`src/rtl/imm_ext_arbiter.sv`:
```
// Round-robin (or fixed-priority) arbiter sharing one 16->32 immediate extender
// between two requesters, with a single registered output slot. Optional LUI mode: IMM_EXT_LUI_EN.
module imm_ext_arbiter #(
  parameter int unsigned IMM_W     = 16,
  parameter int unsigned OUT_W     = 32,
  parameter int unsigned FIXED_PRI = 0
) (
  input  logic             Clk,
  input  logic             Rst_n,
  input  logic             Req0,
  input  logic [IMM_W-1:0] Imm0,
  input  logic [1:0]       Mode0,
  output logic             Ack0,
  input  logic             Req1,
  input  logic [IMM_W-1:0] Imm1,
  input  logic [1:0]       Mode1,
  output logic             Ack1,
  output logic             OutValid,
  output logic [OUT_W-1:0] OutData,
  output logic             OutId,
  input  logic             OutReady
);

  typedef enum logic {StIdle, StFull} state_e;

  state_e             r_state;
  logic               r_ptr;
  logic [OUT_W-1:0]   r_data;
  logic               r_id;

  logic               w_free;
  logic               w_gnt;
  logic               w_gnt_id;
  logic [IMM_W-1:0]   w_imm;
  logic [1:0]         w_mode;
  logic [OUT_W-1:0]   w_ext;

  function automatic logic [OUT_W-1:0] f_extend(input logic [IMM_W-1:0] imm,
                                                input logic [1:0]       mode);
    logic [OUT_W-1:0] ext;
    unique case (mode)
      2'b01:   ext = {{(OUT_W-IMM_W){1'b0}}, imm};
`ifdef IMM_EXT_LUI_EN
      2'b10:   ext = {{(OUT_W-IMM_W){1'b0}}, imm} << (OUT_W-IMM_W);
`endif
      // Reserved mode 11 (and 10 without LUI support) falls back to sign-extend.
      default: ext = {{(OUT_W-IMM_W){imm[IMM_W-1]}}, imm};
    endcase
    return ext;
  endfunction

  assign OutValid = (r_state == StFull);
  assign OutData  = r_data;
  assign OutId    = r_id;

  always_comb begin
    w_free   = ~OutValid | OutReady;
    w_gnt    = Rst_n & w_free & (Req0 | Req1);
    w_gnt_id = 1'b0;
    if (Req0 && Req1) begin
      w_gnt_id = (FIXED_PRI != 0) ? 1'b0 : r_ptr;
    end else if (Req1) begin
      w_gnt_id = 1'b1;
    end
    Ack0   = w_gnt & ~w_gnt_id;
    Ack1   = w_gnt & w_gnt_id;
    w_imm  = w_gnt_id ? Imm1 : Imm0;
    w_mode = w_gnt_id ? Mode1 : Mode0;
    w_ext  = f_extend(w_imm, w_mode);
  end

  always_ff @(posedge Clk) begin
    if (!Rst_n) begin
      r_state <= StIdle;
      r_ptr   <= 1'b0;
      r_data  <= '0;
      r_id    <= 1'b0;
    end else begin
      if (w_gnt) begin
        r_ptr  <= ~w_gnt_id;
        r_data <= w_ext;
        r_id   <= w_gnt_id;
      end
      unique case (r_state)
        StIdle: if (w_gnt) r_state <= StFull;
        StFull: if (!w_gnt && OutReady) r_state <= StIdle;
        default: r_state <= StIdle;
      endcase
    end
  end

endmodule
```
`config.mk`:
```
export PLATFORM = sky130hd
export DESIGN_NAME = imm_ext_arbiter
export DESIGN_NICKNAME = d
export VERILOG_FILES = /design/src/rtl/imm_ext_arbiter.sv
export SDC_FILE = /design/constraint.sdc
export NUM_CORES = 1
export LEC_CHECK = 0
export CAP_MARGIN = 30
export CORE_MARGIN = 10
export CORE_UTILIZATION = 39
export CTS_CLUSTER_DIAMETER = 30
export DETAILED_ROUTE_END_ITERATION = 8
export PLACE_DENSITY = 0.86
export SYNTH_ARGS = -nofsm -noshare
export SYNTH_HDL_FRONTEND = slang
export SYNTH_SLANG_ARGS = --single-unit
```
`constraint.sdc`:
```
create_clock -name Clk -period 5.5 [get_ports Clk]
set_clock_uncertainty 0.15 [all_clocks]
set_input_delay 1.65 -clock Clk [delete_from_list [all_inputs] [get_ports Clk]]
set_output_delay 1.65 -clock Clk [all_outputs]
set_load 0.005 [all_outputs]
```
==> impl_metrics.toml, run 1 <==
[clock_network]
cts_setup_buffers = 0
cts-root-buf = "clkbuf_4"
cts_buffers = 3
cts_tree = "built"
htree_num_levels = 1
clk_path_buf_depth = 2
cts_num_sinks = 20
postCtsHoldBufs = 0
post_cts_resized = 0
path_clk_slew_ns = 0.11
clk_latency_ns = 0.30

[logic_synthesis]
syn_inst = 117
synthesis.nets = 158
synth-compound-area-share_pct = 45.4
synth_warnings = 0
yosysSeqAreaShare_pct = 33.9
muxShareOfSynthArea_pct = 0
synth_fa_ha_area_share_pct = 0
synth.distinct_cells = 23
synthXorXnorAreaFrac_pct = 0
yosys.area_share.simple_pct = 3.28
yosys_register_bits = 20
synth_top_family_by_area = "compound AO/OA/AOI/OAI gates"
syn_area_sq_mm = 0.00118
syn_avg_cell_area_sq_um = 10.1

[finish]
final_common_cell = "clkdlybuf4s50_1"
antenna_cells = 0
layout-drive-gt1-share_pct = 6.90
nFillCells = 212
multiInputGateArea_sq_um = 576
instances_no_fill = 205
ff_latch_area_sq_um = 400
fin_nets = 216
layout_common_cells = "76 x clkdlybuf4s50_1, 20 x dfxtp_1, 16 x a21boi_0, 16 x a311o_1, 16 x o221a_1"
area_growth_pct = 60.5

[place]
gp_congestion = 0.762
port_buffers = 76
placed_cells = 201
place_hpwl_microns = 3170

[setup_path]
critical_path_class = "in2out"
start_kind = "input pin"
crit_chain = "clkdlybuf4s50_1 -> buf_4 -> nand4b_1 -> inv_1 -> clkdlybuf4s50_1"
crit_path_frequent_cell = "clkdlybuf4s50_1"
worstSetupEndpointType = "output port"
worst-r2r-cell-count = 4
crit_slowest_cell = "clkdlybuf4s50_1"
critPathMaxStageDelay_ns = 0.50
crit_fanout = 37
arrival_ns = 3.26
crit_required_ns = 3.70

[min_path]
holdPathStages = 1
hold_path.class = "reg2reg"

[floorplan]
pin_count = 77
core_sq_mm = 0.00283
die_h_microns = 75.0
initial_utilization_pct = 41.8
rows = 19
dieArea_sq_mm = 0.00563
die_w_microns = 75.0

[timing]
min_period_ns = 5.06
clock.fmax_ghz = 0.198
setup_viol = 0
relSlewSlack_pct = 69.9
rsz0062_at_grt = "no"
finalHoldViolations = 0
slew_violations = 0
layout_worst_path_cycle_share_pct = 92.0
worst_slew_pin_slew_ns = 0.450
final.setup.tns_ns = 0

[power_and_ir_drop]
power_mw = 0.418
ir_worst_vdd_mv = 0.304
p_per_area_mw_per_mm2 = 220
p_leak_nw = 0.690

[detailed_routing]
wl_per_cell_microns = 20.0
routed_wl_microns = 4100
detail-route-antenna-nets = 0
viasPerCell = 5.76
dr.first_iter.drc_count = 72
vias = 1181
firstDrtPassIters = 4
drc = 0

[global_routing]
grt_pass1_wl_microns = 6170
grt_max_degree = 38
grt_pass1_vias = 1197
grt.total_usage_pct = 13.7
antenna_found_initial = 0
grt_overflow = 0

[status]
outcome = "complete, no violations"

[job]
cap_violations = 0
## where the power goes
| group | internal, mW | switching, mW | leakage, nW |
|---|---|---|---|
| logic | 0.0835 | 0.0463 | 0.496 |
| clock network | 0.0737 | 0.0488 | 0.0279 |
| registers | 0.157 | 0.00868 | 0.165 |
## worst paths after layout
path | startpoint | end | slack, ns
worst min-delay path | r_ptr | r_ptr | 0.36
worst max register to register | r_ptr | OutData[13] | 3.93
worst max-delay path | Req1 | Ack1 | 0.44
worst min register to register | r_ptr | r_ptr | 0.36
## Yosys cell counts, drive strengths merged
library cell | instances | area share, %
a21boi | 16 | 10
a21oi | 2 | 0.85
a221oi | 1 | 0.74
a311o | 16 | 14
buf | 22 | 14
clkbuf | 8 | 2.5
dfxtp | 20 | 34
inv | 4 | 1.3
nand2b | 1 | 0.53
nand4b | 1 | 0.74
nor2 | 1 | 0.95
nor2b | 1 | 0.53
o2111a | 1 | 0.95
o211a | 1 | 0.85
o21ai | 2 | 0.85
o21bai | 1 | 0.64
o221a | 16 | 15
o311a | 1 | 0.85
o31a | 1 | 0.74
or2 | 1 | 0.53
## area by class of cell
class                   count  area share [%]
clock buffers               3            1.19
clock inverters             1            1.58
repair buffers             83            42.9
multi-input cells          63            30.4
flip-flops and latches     20            21.1
inverters                   4           0.792
well taps                  31            2.05
## layer usage
layer	global-route usage [%]	vias up	wire, microns
met5	0	-	0
met4	3.78	0	34
met3	3.42	2	318
met2	24.8	54	2130
met1	15.7	557	1620
li1	-	568	-
## stage by stage
stage          hold slack (ns)  setup slack, ns  utilization [%]  cell area (sq um)
2_1_floorplan            0.313             1.37                -               1180
3_3_place_gp             0.327            0.499             65.1               1840
3_5_place_dp             0.340            0.465             65.1               1840
4_1_cts                  0.366            0.453             67.0               1900
5_1_grt                  0.401            0.363             67.0               1900
6_report                 0.364            0.438             67.0               1900
## critical path: cells and delay by family
| family | cells | cell delay, ns |
|---|---|---|
| buffers and inverters | 4 | 1.41 |
| AND/OR/NAND/NOR | 1 | 0.20 |
## cell families after synthesis
family	after synthesis
compound gates	58
buf+inv	34
flops	20
simple gates	5
## state kept, by name, indices dropped and copies added, names as in the netlist
signal and cells:
OutValid 1, OutId 1, OutData 17, r_ptr 1
(Power assumes the default switching activity.)
==> run 2: changes to the inputs <==
--- a/config.mk
+++ b/config.mk
@@ -5,12 +5,13 @@
 export SDC_FILE = /design/constraint.sdc
 export NUM_CORES = 1
 export LEC_CHECK = 0
-export CAP_MARGIN = 30
+export CAP_MARGIN = 10
 export CORE_MARGIN = 10
 export CORE_UTILIZATION = 39
 export CTS_CLUSTER_DIAMETER = 30
 export DETAILED_ROUTE_END_ITERATION = 8
-export PLACE_DENSITY = 0.86
+export HOLD_SLACK_MARGIN = 0.15
+export PLACE_DENSITY_LB_ADDON = 0.05
 export SYNTH_ARGS = -nofsm -noshare
 export SYNTH_HDL_FRONTEND = slang
 export SYNTH_SLANG_ARGS = --single-unit
==> impl_metrics.toml, run 2 (synthesized netlist as in run 1, its figures left out) <==
[status]
outcome = "complete, no violations"

[clock_network]
clk_latency_ns = 0.31
path_clk_slew_ns = 0.11
htree_num_levels = 1
cts_num_sinks = 20
clk_path_buf_depth = 2
post_cts_resized = 0
postCtsHoldBufs = 0
cts_buffers = 3
cts_setup_buffers = 0
cts_tree = "built"
cts-root-buf = "clkbuf_4"

[timing]
holdWs_ns = 0.355
slew_violations = 0
final.setup.tns_ns = 0
relSlewSlack_pct = 71.2
clock.fmax_ghz = 0.196
min_period_ns = 5.10
layout_worst_path_cycle_share_pct = 92.8
rsz0062_at_grt = "no"
finalHoldViolations = 0
worst_slew_pin_slew_ns = 0.432
finalWorstSetupSlack_ns = 0.398
setup_viol = 0

[floorplan]
die_h_microns = 75.0
initial_utilization_pct = 41.8
dieArea_sq_mm = 0.00563
die_w_microns = 75.0
core_sq_mm = 0.00283
rows = 19
pin_count = 77

[power_and_ir_drop]
ir_worst_vdd_mv = 0.159
p_leak_nw = 0.685
pwr-share-seq_pct = 43.3
sw_frac_of_total_pct = 26.2
p_per_area_mw_per_mm2 = 202
internal-power_mw = 0.281
clkPwrFrac_pct = 22.9
power.switching_mw = 0.0999
p_comb_share_pct = 33.8
power_mw = 0.381

[finish]
instances_no_fill = 205
ff_latch_area_sq_um = 400
final_common_cell = "clkdlybuf4s50_1"
antenna_cells = 0
post-route-util_pct = 66.7
layout_common_cells = "76 x clkdlybuf4s50_1, 20 x dfxtp_1, 16 x a21boi_0, 16 x a311o_1, 16 x o221a_1"
fin_nets = 216
fin_area_sq_mm = 0.00189
largest_reg_flops = 17
layout-drive-gt1-share_pct = 8.05
multiInputGateArea_sq_um = 582
area_growth_pct = 59.6
nFillCells = 237

[detailed_routing]
wl_per_cell_microns = 18.6
firstDrtPassIters = 4
detail-route-antenna-nets = 0
dr.first_iter.drc_count = 139
routed_wl_microns = 3810
viasPerCell = 5.66
vias = 1160
drc = 0

[place]
place_ws_ns = 0.404
dpl_cell_area_sq_mm = 0.00185
gp_congestion = 0.727
placed_cells = 201
port_buffers = 76
place_hpwl_microns = 2850

[setup_path]
worstSetupEndpointType = "output port"
arrival_ns = 3.30
start_kind = "input pin"
critical_path_class = "in2out"
crit_fanout = 37
crit_required_ns = 3.70
r2r_start = "r_ptr"
crit_start = "Req1"

[min_path]
min-delay-start = "OutId"
hold_path.class = "reg2reg"

[global_routing]
grt_pass1_wl_microns = 5900
grt_pass1_vias = 1162
grt_overflow = 0
antenna_found_initial = 0
grt.total_usage_pct = 13.2
grt_max_degree = 38

[job]
cap_violations = 0
## run 2: layout make-up
type                            instances  share of cell area, %
Timing Repair Buffer                   83                   43.1
Multi-Input combinational cell         63                   30.9
Sequential cell                        20                   21.2
Tap cell                               31                   2.06
Clock buffer                            4                   1.92
Inverter                                4                  0.796
## run 2: power by group through the flow
stage / Clock, mW / Combinational, mW / Sequential, mW
floorplan: 0 / 0.0608 / 0.168
CTS: 0.0905 / 0.130 / 0.165
finish: 0.0871 / 0.129 / 0.165
global route: 0.0970 / 0.139 / 0.167
detailed placement: 0 / 0.129 / 0.168
global placement: 0 / 0.128 / 0.168
## run 2: worst paths after layout
check	slack [ns]	endpoint	cells past startpoint
min	0.35	OutId	2
min reg2reg	0.35	OutId	2
max	0.40	Ack1	5
max reg2reg	3.82	OutData[2]	4
## run 2: worst max-delay path, cell delays in order
cell and delay [ns]:
clkdlybuf4s50_1 0.51, buf_4 0.34, nand4b_1 0.21, inv_1 0.09, clkdlybuf4s50_1 0.50
## run 2: per-layer routing
metal | share of wire [%] | wire length [microns] | up-vias | GRT usage (%)
li1 | - | - | 567 | -
met3 | 15 | 565 | 4 | 7.88
met1 | 40 | 1540 | 532 | 14.7
met5 | 0 | 0 | - | 0
met2 | 44 | 1670 | 57 | 21.0
met4 | 0.76 | 29 | 0 | 3.15
